**src/rtl/rr_arb_mux.sv**
```systemverilog
// rr_arb_mux -- round-robin arbiter feeding a one-deep registered output slot.
//
// Each cycle, at most one valid input channel is granted. The search starts at
// the channel after the one granted most recently, which makes the arbiter
// starvation-free. The granted word lands in the output register one cycle
// later, together with the index of the channel that supplied it.
//
// Parameters
//   WIDTH   data word width in bits (1..64)
//   NUM_IN  number of input channels (2..8, any count)
//   SEL_W   channel index width, derived as $clog2(NUM_IN)
//
// Ports
//   clk        rising-edge clock for all state
//   reset      synchronous active-high reset
//   in_data    channel i word in bits [i*WIDTH +: WIDTH]
//   in_valid   per-channel valid
//   in_ready   per-channel ready (combinational)
//   out_data   registered selected word
//   out_sel    registered index of the channel that supplied out_data
//   out_valid  registered output valid
//   out_ready  downstream ready
//   force_en   (RR_ARB_MUX_FORCE_EN only) pin the grant to force_sel
//   force_sel  (RR_ARB_MUX_FORCE_EN only) channel to grant while forced
//
// Optional feature: define RR_ARB_MUX_FORCE_EN to add the force_en/force_sel
// ports. A forced grant only goes to force_sel when that channel is valid and
// in range, and it never moves the round-robin pointer, so normal arbitration
// resumes exactly where it left off once force_en drops.
//
// Handshake: every interface uses valid/ready. A word moves across an
// interface in a cycle where valid and ready are both high at the rising
// clock edge. Valid never waits for ready. Ready may depend on valid, but only
// through the grant decision. in_ready is derived from out_valid, out_ready,
// in_valid and the pointer, and never from out_data or out_sel.

module rr_arb_mux #(
    parameter  int WIDTH  = 16,
    parameter  int NUM_IN = 4,
    localparam int SEL_W  = $clog2(NUM_IN)
) (
    input  logic                    clk,
    input  logic                    reset,
    input  logic [NUM_IN*WIDTH-1:0] in_data,
    input  logic [NUM_IN-1:0]       in_valid,
    output logic [NUM_IN-1:0]       in_ready,
    output logic [WIDTH-1:0]        out_data,
    output logic [SEL_W-1:0]        out_sel,
    output logic                    out_valid,
    input  logic                    out_ready
`ifdef RR_ARB_MUX_FORCE_EN
    ,
    input  logic                    force_en,
    input  logic [SEL_W-1:0]        force_sel
`endif
);

    logic             load;
    logic [SEL_W-1:0] ptr;
    logic [SEL_W-1:0] ptr_next;
    logic             rr_found;
    logic [SEL_W-1:0] rr_idx;
    logic             grant_found;
    logic [SEL_W-1:0] grant_idx;
    logic             grant_moves_ptr;
    logic [WIDTH-1:0] grant_data;

    // The output slot can take a word when it is empty or is draining this cycle.
    assign load = !out_valid || out_ready;

    // Round-robin search: ptr, ptr+1, ..., NUM_IN-1, 0, ..., ptr-1.
    // ptr is always < NUM_IN, so a single subtraction handles the wrap even
    // when NUM_IN is not a power of two.
    always_comb begin : rr_search
        int idx;
        rr_found = 1'b0;
        rr_idx   = '0;
        idx      = 0;
        for (int k = 0; k < NUM_IN; k++) begin
            idx = int'(ptr) + k;
            if (idx >= NUM_IN) begin
                idx = idx - NUM_IN;
            end
            if (!rr_found && in_valid[SEL_W'(idx)]) begin
                rr_found = 1'b1;
                rr_idx   = SEL_W'(idx);
            end
        end
    end

    always_comb begin : grant_select
        grant_found     = rr_found;
        grant_idx       = rr_idx;
        grant_moves_ptr = 1'b1;
`ifdef RR_ARB_MUX_FORCE_EN
        if (force_en) begin
            // The range test comes first, so an out-of-range force_sel never
            // grants, whatever the indexed bit reads as.
            grant_moves_ptr = 1'b0;
            grant_idx       = force_sel;
            grant_found     = (int'(force_sel) < NUM_IN) && in_valid[force_sel];
        end
`endif
    end

    // Word mux for the granted channel.
    always_comb begin : data_mux
        grant_data = '0;
        for (int i = 0; i < NUM_IN; i++) begin
            if (grant_idx == SEL_W'(i)) begin
                grant_data = in_data[i*WIDTH +: WIDTH];
            end
        end
    end

    // Only the granted channel sees ready, and only when the slot can load.
    // Reset masks all readies, so no input transfer happens in a reset cycle.
    always_comb begin : ready_gen
        in_ready = '0;
        if (!reset && load && grant_found) begin
            in_ready[grant_idx] = 1'b1;
        end
    end

    assign ptr_next = (int'(grant_idx) == NUM_IN - 1) ? '0 : grant_idx + SEL_W'(1);

    always_ff @(posedge clk) begin
        if (reset) begin
            out_valid <= 1'b0;
            out_data  <= '0;
            out_sel   <= '0;
            ptr       <= '0;
        end else if (load) begin
            if (grant_found) begin
                out_data  <= grant_data;
                out_sel   <= grant_idx;
                out_valid <= 1'b1;
                if (grant_moves_ptr) begin
                    ptr <= ptr_next;
                end
            end else begin
                // Slot drains with nothing behind it. Data, index and pointer hold.
                out_valid <= 1'b0;
            end
        end
    end

endmodule

```
**config.mk**
```make
export PLATFORM = sky130hd
export DESIGN_NAME = rr_arb_mux
export DESIGN_NICKNAME = d
export VERILOG_FILES = /design/src/rtl/rr_arb_mux.sv
export SDC_FILE = /design/constraint.sdc
export NUM_CORES = 1
export LEC_CHECK = 0
export ABC_AREA = 1
export CORE_MARGIN = 1
export CORE_UTILIZATION = 29
export CTS_CLUSTER_SIZE = 16
export DETAILED_ROUTE_END_ITERATION = 7
export PLACE_DENSITY_LB_ADDON = 0.1
export SLEW_MARGIN = 10
export SYNTH_ARGS = -nofsm -noshare
export SYNTH_HDL_FRONTEND = slang
export SYNTH_SLANG_ARGS = --single-unit
```
**constraint.sdc**
```tcl
create_clock -name clk -period 3.2 [get_ports clk]
set_input_delay 0.8 -clock clk [delete_from_list [all_inputs] [get_ports clk]]
set_output_delay 0.8 -clock clk [all_outputs]
set_load 0.01 [all_outputs]
```
==> impl_results.html <==
<table>
<tr><th>Metric</th><th>Value</th></tr>
<tr><th colspan="2">STA</th></tr>
<tr><td>Hold Violations, Final</td><td>0</td></tr>
<tr><td>Clock skew after layout</td><td>0.00672 ns</td></tr>
<tr><td>Max Slew Vio Count</td><td>0</td></tr>
<tr><td>Number of setup violations in the final report</td><td>0</td></tr>
<tr><td>Setup repair after global routing missed its margin</td><td>true</td></tr>
<tr><td>Final cycle utilization of the critical path</td><td>97.6%</td></tr>
<tr><td>Fmax</td><td>320 MHz</td></tr>
<tr><td>Worst relative slew slack</td><td>77.6%</td></tr>
<tr><td>Final critical delay including setup and external delays</td><td>roughly 3.1 ns</td></tr>
<tr><td>Slew of the pin with the lowest slew margin</td><td>0.336 ns</td></tr>
<tr><td>Final setup slack of the worst path</td><td>0.0769 ns</td></tr>
<tr><th colspan="2">Setup path</th></tr>
<tr><td>Worst Reg-to-Reg Cells</td><td>20</td></tr>
<tr><td>R2R Path Start</td><td>ptr[1]</td></tr>
<tr><td>Critical Path, Cell by Cell</td><td>dlygate4sd2_1 &gt; inv_2 &gt; nand2_2 &gt; nand3_2 &gt; nand2_2 &gt; buf_4 &gt; nor3_4 &gt; nand2_2 &gt; nand2_4 &gt; ha_2 &gt; inv_1 &gt; nor2_1 &gt; buf_2</td></tr>
<tr><td>Data arrival time of the worst path</td><td>around 2.3 ns</td></tr>
<tr><td>Crit-path max cell delay</td><td>0.25 ns</td></tr>
<tr><td>Maximum fanout count along the critical path</td><td>4</td></tr>
<tr><td>Data required time of the worst path</td><td>approximately 2.4 ns</td></tr>
<tr><td>Crit Path Class</td><td>input port to output port</td></tr>
<tr><td>Launching element type of the critical path</td><td>input port</td></tr>
<tr><td>Top cell by count, worst path</td><td>sky130_fd_sc_hd__nand2_2</td></tr>
<tr><td>Cell count along the critical path</td><td>13</td></tr>
<tr><td>Slack of the worst reg-to-reg path</td><td>0.56 ns</td></tr>
<tr><td>Number of buffer and inverter instances along the worst setup path</td><td>5</td></tr>
<tr><td>Cell type group with the largest total delay on the critical path</td><td>simple AND/OR/NAND/NOR gates</td></tr>
<tr><td>Slowest-stage cell, CP</td><td>sky130_fd_sc_hd__dlygate4sd2_1</td></tr>
<tr><td>Reg-to-Reg End</td><td>out_data[2]</td></tr>
<tr><td>Crit. End Element</td><td>output port</td></tr>
<tr><th colspan="2">Hold path</th></tr>
<tr><td>Worst Hold Class</td><td>register to register</td></tr>
<tr><td>Cell count of the worst hold path</td><td>2</td></tr>
<tr><td>Min-Delay Endpoint</td><td>out_sel[0]</td></tr>
<tr><td>Launch point of the worst hold path</td><td>out_sel[0]</td></tr>
<tr><th colspan="2">Global routing</th></tr>
<tr><td>Via count of the first global-routing pass</td><td>1855</td></tr>
<tr><td>Fraction of met3 tracks used by global routing</td><td>3.88%</td></tr>
<tr><td>Met1 capacity usage during global routing</td><td>25.0%</td></tr>
<tr><td>Most utilized layer in the global route result</td><td>met2</td></tr>
<tr><td>Global Route Usage Sum</td><td>17.3%</td></tr>
<tr><td>Total grt overflow</td><td>0</td></tr>
<tr><td>Maximum number of pins on one net before global-route repair</td><td>37</td></tr>
<tr><td>Met2 capacity usage during global routing</td><td>26.3%</td></tr>
<tr><td>Global-route wire length before repair</td><td>8.55 mm</td></tr>
<tr><td>Initial antenna violation count</td><td>0</td></tr>
<tr><th colspan="2">Detailed routing</th></tr>
<tr><td>Wire length per cell after detailed routing</td><td>around 11 um</td></tr>
<tr><td>1st-pass router iterations</td><td>7</td></tr>
<tr><td>DRT antenna net count</td><td>0</td></tr>
<tr><td>Drt via density</td><td>4.37</td></tr>
<tr><td>Total number of vias</td><td>2039</td></tr>
<tr><td>Post-Route WL</td><td>5.09 mm</td></tr>
<tr><td>Number of DRC markers in iteration 0</td><td>101</td></tr>
<tr><td>DR DRC count</td><td>0</td></tr>
<tr><th colspan="2">Floorplan</th></tr>
<tr><td>Row count</td><td>27</td></tr>
<tr><td>Horiz. Die Dim</td><td>77.4 um</td></tr>
<tr><td>I/O pin count</td><td>between 90 and 100</td></tr>
<tr><td>Die extent in y</td><td>between 70 and 80 um</td></tr>
<tr><td>Starting density of the core</td><td>29.9%</td></tr>
<tr><td>Placeable core area</td><td>between 5000 and 6000 sq um</td></tr>
<tr><td>Die footprint</td><td>5990 sq um</td></tr>
<tr><th colspan="2">Power</th></tr>
<tr><td>Sw Share</td><td>50.7%</td></tr>
<tr><td>Share of power burned in combinational logic</td><td>between 80% and 90%</td></tr>
<tr><td>Sequential group share of total power</td><td>12.8%</td></tr>
<tr><td>Internal power summed over all cells</td><td>0.00166 W</td></tr>
<tr><td>Power density of the placed cells</td><td>approximately 1200 nW/um^2</td></tr>
<tr><td>Clock power frac</td><td>approximately 5%</td></tr>
<tr><td>Worst IR Drop VDD</td><td>0.604 mV</td></tr>
<tr><td>P_leak</td><td>1.41 nW</td></tr>
<tr><td>Switching Power</td><td>about 0.0017 W</td></tr>
<tr><th colspan="2">Clocking</th></tr>
<tr><td>Sink count of the clock tree</td><td>21</td></tr>
<tr><td>Clock-pin transition on the worst setup and hold timing paths</td><td>0.08 ns</td></tr>
<tr><td>Deepest clock path buffer count</td><td>2</td></tr>
<tr><td>H-tree depth</td><td>1</td></tr>
<tr><td>CTS tree</td><td>built</td></tr>
<tr><td>CTS root buffer</td><td>sky130_fd_sc_hd__clkbuf_8</td></tr>
<tr><td>Number of CTS-inserted buffers</td><td>3</td></tr>
<tr><td>Clock insertion delay at the later pin of the skew report</td><td>0.25 ns</td></tr>
<tr><th colspan="2">Layout</th></tr>
<tr><td>NumNets Final</td><td>around 470</td></tr>
<tr><td>Share of layout cells above drive strength 1</td><td>19.2%</td></tr>
<tr><td>Signed area change from the synthesized netlist to the final layout</td><td>76.9%</td></tr>
<tr><td>Post-route cell area</td><td>2920 sq um</td></tr>
<tr><td>Number of diodes</td><td>0</td></tr>
<tr><th colspan="2">Place</th></tr>
<tr><td>Number of port buffers</td><td>93</td></tr>
<tr><td>Placed inst area</td><td>2720 sq um</td></tr>
<tr><td>GP Congestion</td><td>around 0.77</td></tr>
<tr><td>Placement Setup Slack</td><td>-0.663 ns</td></tr>
<tr><td>HPWL after detailed placement</td><td>approximately 4.0 mm</td></tr>
<tr><th colspan="2">Yosys</th></tr>
<tr><td>Basic-gate share of the synthesized area counting and, or, nand and nor cells</td><td>between 40 and 50%</td></tr>
<tr><td>Most common flop cell mapped by yosys</td><td>sky130_fd_sc_hd__dfxtp_1</td></tr>
<tr><td>Library cell occupying the most area in the post-synthesis netlist</td><td>sky130_fd_sc_hd__dfxtp_1</td></tr>
<tr><td>Cell count after synthesis</td><td>291</td></tr>
<tr><td>Post-synthesis register bit count</td><td>21</td></tr>
<tr><td>Biggest area contributors in the synthesized netlist</td><td>sky130_fd_sc_hd__dfxtp_1, sky130_fd_sc_hd__nand2_1, sky130_fd_sc_hd__nor2_1, sky130_fd_sc_hd__o21ai_0, sky130_fd_sc_hd__a21oi_1</td></tr>
<tr><td>Mapped Nets</td><td>~370</td></tr>
<tr><td>Async set or reset register ratio after synthesis</td><td>0%</td></tr>
<tr><td>Adder-cell share of the synthesized area</td><td>3.03%</td></tr>
<tr><td>Area fraction in compound gates after synthesis</td><td>between 10% and 20%</td></tr>
<tr><td>Sequential-to-total area share from yosys stat</td><td>25.5%</td></tr>
<tr><td>Mean instance size in the synthesized netlist</td><td>5.67 sq um</td></tr>
<tr><td>Post-synthesis instance area</td><td>1650 sq um</td></tr>
<tr><td>Area share of the largest cell type after synthesis</td><td>25.5%</td></tr>
<tr><td>Fraction of synthesized cell area in xor and xnor cells</td><td>0%</td></tr>
<tr><td>Number of enable-type register cells in the synthesized netlist</td><td>0</td></tr>
<tr><td>Cell with the most instances after synthesis</td><td>sky130_fd_sc_hd__nand2_1</td></tr>
<tr><td>Warnings, synthesis</td><td>0</td></tr>
<tr><td>Number of distinct library cells after synthesis</td><td>21</td></tr>
<tr><td>Top cells by count, synth</td><td>sky130_fd_sc_hd__nand2_1, sky130_fd_sc_hd__nor2_1, sky130_fd_sc_hd__o21ai_0, sky130_fd_sc_hd__dfxtp_1, sky130_fd_sc_hd__a21oi_1</td></tr>
<tr><td>Mux cell area share after synthesis</td><td>0%</td></tr>
<tr><td>Combinational family with the most area after synthesis</td><td>simple AND/OR/NAND/NOR gates</td></tr>
<tr><th colspan="2">Status</th></tr>
<tr><td>Status</td><td>finished clean</td></tr>
<tr><th colspan="2">Run</th></tr>
<tr><td>Max-cap violations</td><td>0</td></tr>
</table>
how the worst max path moves through the flow:
stage                      startpoint          end  slack, ns
after global placement    in_valid[3]  in_ready[2]      -0.58
after CTS                 in_valid[0]  in_ready[3]      0.006
after detailed placement  in_valid[3]  in_ready[2]      -0.66
after global routing      in_valid[2]  in_ready[3]      -0.04
final                     in_valid[2]  in_ready[1]       0.08
after floorplan           in_valid[3]  in_ready[2]      0.004
flip-flops by register name, indices dropped and copies added (netlist names):
| signal | flops |
|---|---|
| out_valid | 1 |
| out_data | 16 |
| ptr | 2 |
| out_sel | 2 |
stage by stage:
stage | power (W) | setup TNS (ns) | utilization, % | hold slack (ns) | instances
floorplan | 0.00209 | 0 | - | 0.508 | 291
global placement | 0.00291 | -9.28 | 49.4 | 0.462 | 458
detailed placement | 0.00292 | -10.69 | 49.4 | 0.473 | 458
CTS | 0.00324 | 0 | 51.9 | 0.488 | 466
global route | 0.00383 | -0.104 | 53.0 | 0.510 | 467
finish | 0.00336 | 0 | 53.0 | 0.484 | 467
repair_timing:
action,4_1_cts,5_1_grt
hold buffers,0,0
setup buffers,4,1
setup endpoints to repair,20,18
gates resized for setup,44,13
pin swaps,6,9
layer usage:
metal  up-vias  wire length (um)
met5         -                 0
met4         0                41
met3         4               345
met2        75              2120
met1       846              2580
li1       1114                 -
kinds of logic (layout without fill, tap and decap cells):
group / Yosys count / in the layout
and+or+nand+nor: 175 / 175
AOI/OAI and AO/OA: 54 / 54
buffers and inverters: 37 / 141
DFF: 21 / 21
adders and majority gates: 4 / 4
layout make-up:
| cell class | instances | area (sq um) |
|---|---|---|
| Clock buffer | 3 | 41.3 |
| Tap cell | 72 | 90.1 |
| Inverter | 22 | 90.1 |
| Sequential cell | 21 | 420 |
| Timing Repair Buffer | 115 | 1100 |
| Clock inverter | 1 | 7.51 |
| Fill cell | 587 | 2590 |
| Multi-Input combinational cell | 233 | 1170 |
worst min-delay path: stages (launching register included):
cell and delay (ns):
sky130_fd_sc_hd__dfxtp_1 0.33, sky130_fd_sc_hd__nor2_1 0.04, sky130_fd_sc_hd__nor2_1 0.08
power by group through the flow:
| stage | logic [W] | clock network (W) | registers [W] |
|---|---|---|---|
| after floorplan | 0.00162 | 0 | 0.000468 |
| after global placement | 0.00248 | 0 | 0.000434 |
| after detailed placement | 0.00248 | 0 | 0.000437 |
| after CTS | 0.00263 | 0.000174 | 0.000433 |
| after global routing | 0.00320 | 0.000189 | 0.000444 |
| final | 0.00276 | 0.000169 | 0.000431 |
placed cells by master (no fill, tap or decap), types with 2 or more instances in the layout:
cell | synthesis | final
sky130_fd_sc_hd__nand2_2 | 5 | 14
sky130_fd_sc_hd__o21ai_1 | 8 | 8
sky130_fd_sc_hd__a21oi_1 | 19 | 18
sky130_fd_sc_hd__nand2_4 | 4 | 6
sky130_fd_sc_hd__o21ai_0 | 27 | 27
sky130_fd_sc_hd__clkbuf_8 | 0 | 3
sky130_fd_sc_hd__inv_4 | 2 | 3
sky130_fd_sc_hd__buf_4 | 0 | 19
sky130_fd_sc_hd__nor2_1 | 42 | 42
sky130_fd_sc_hd__clkdlybuf4s50_1 | 0 | 85
sky130_fd_sc_hd__nand3_2 | 1 | 8
sky130_fd_sc_hd__dlygate4sd2_1 | 0 | 4
sky130_fd_sc_hd__inv_2 | 2 | 7
sky130_fd_sc_hd__buf_12 | 0 | 2
sky130_fd_sc_hd__inv_1 | 18 | 12
sky130_fd_sc_hd__ha_2 | 0 | 2
sky130_fd_sc_hd__nand2_1 | 111 | 100
sky130_fd_sc_hd__buf_2 | 4 | 4
sky130_fd_sc_hd__nor2_4 | 1 | 2
sky130_fd_sc_hd__dfxtp_1 | 21 | 21
(Power assumes the default switching activity.)
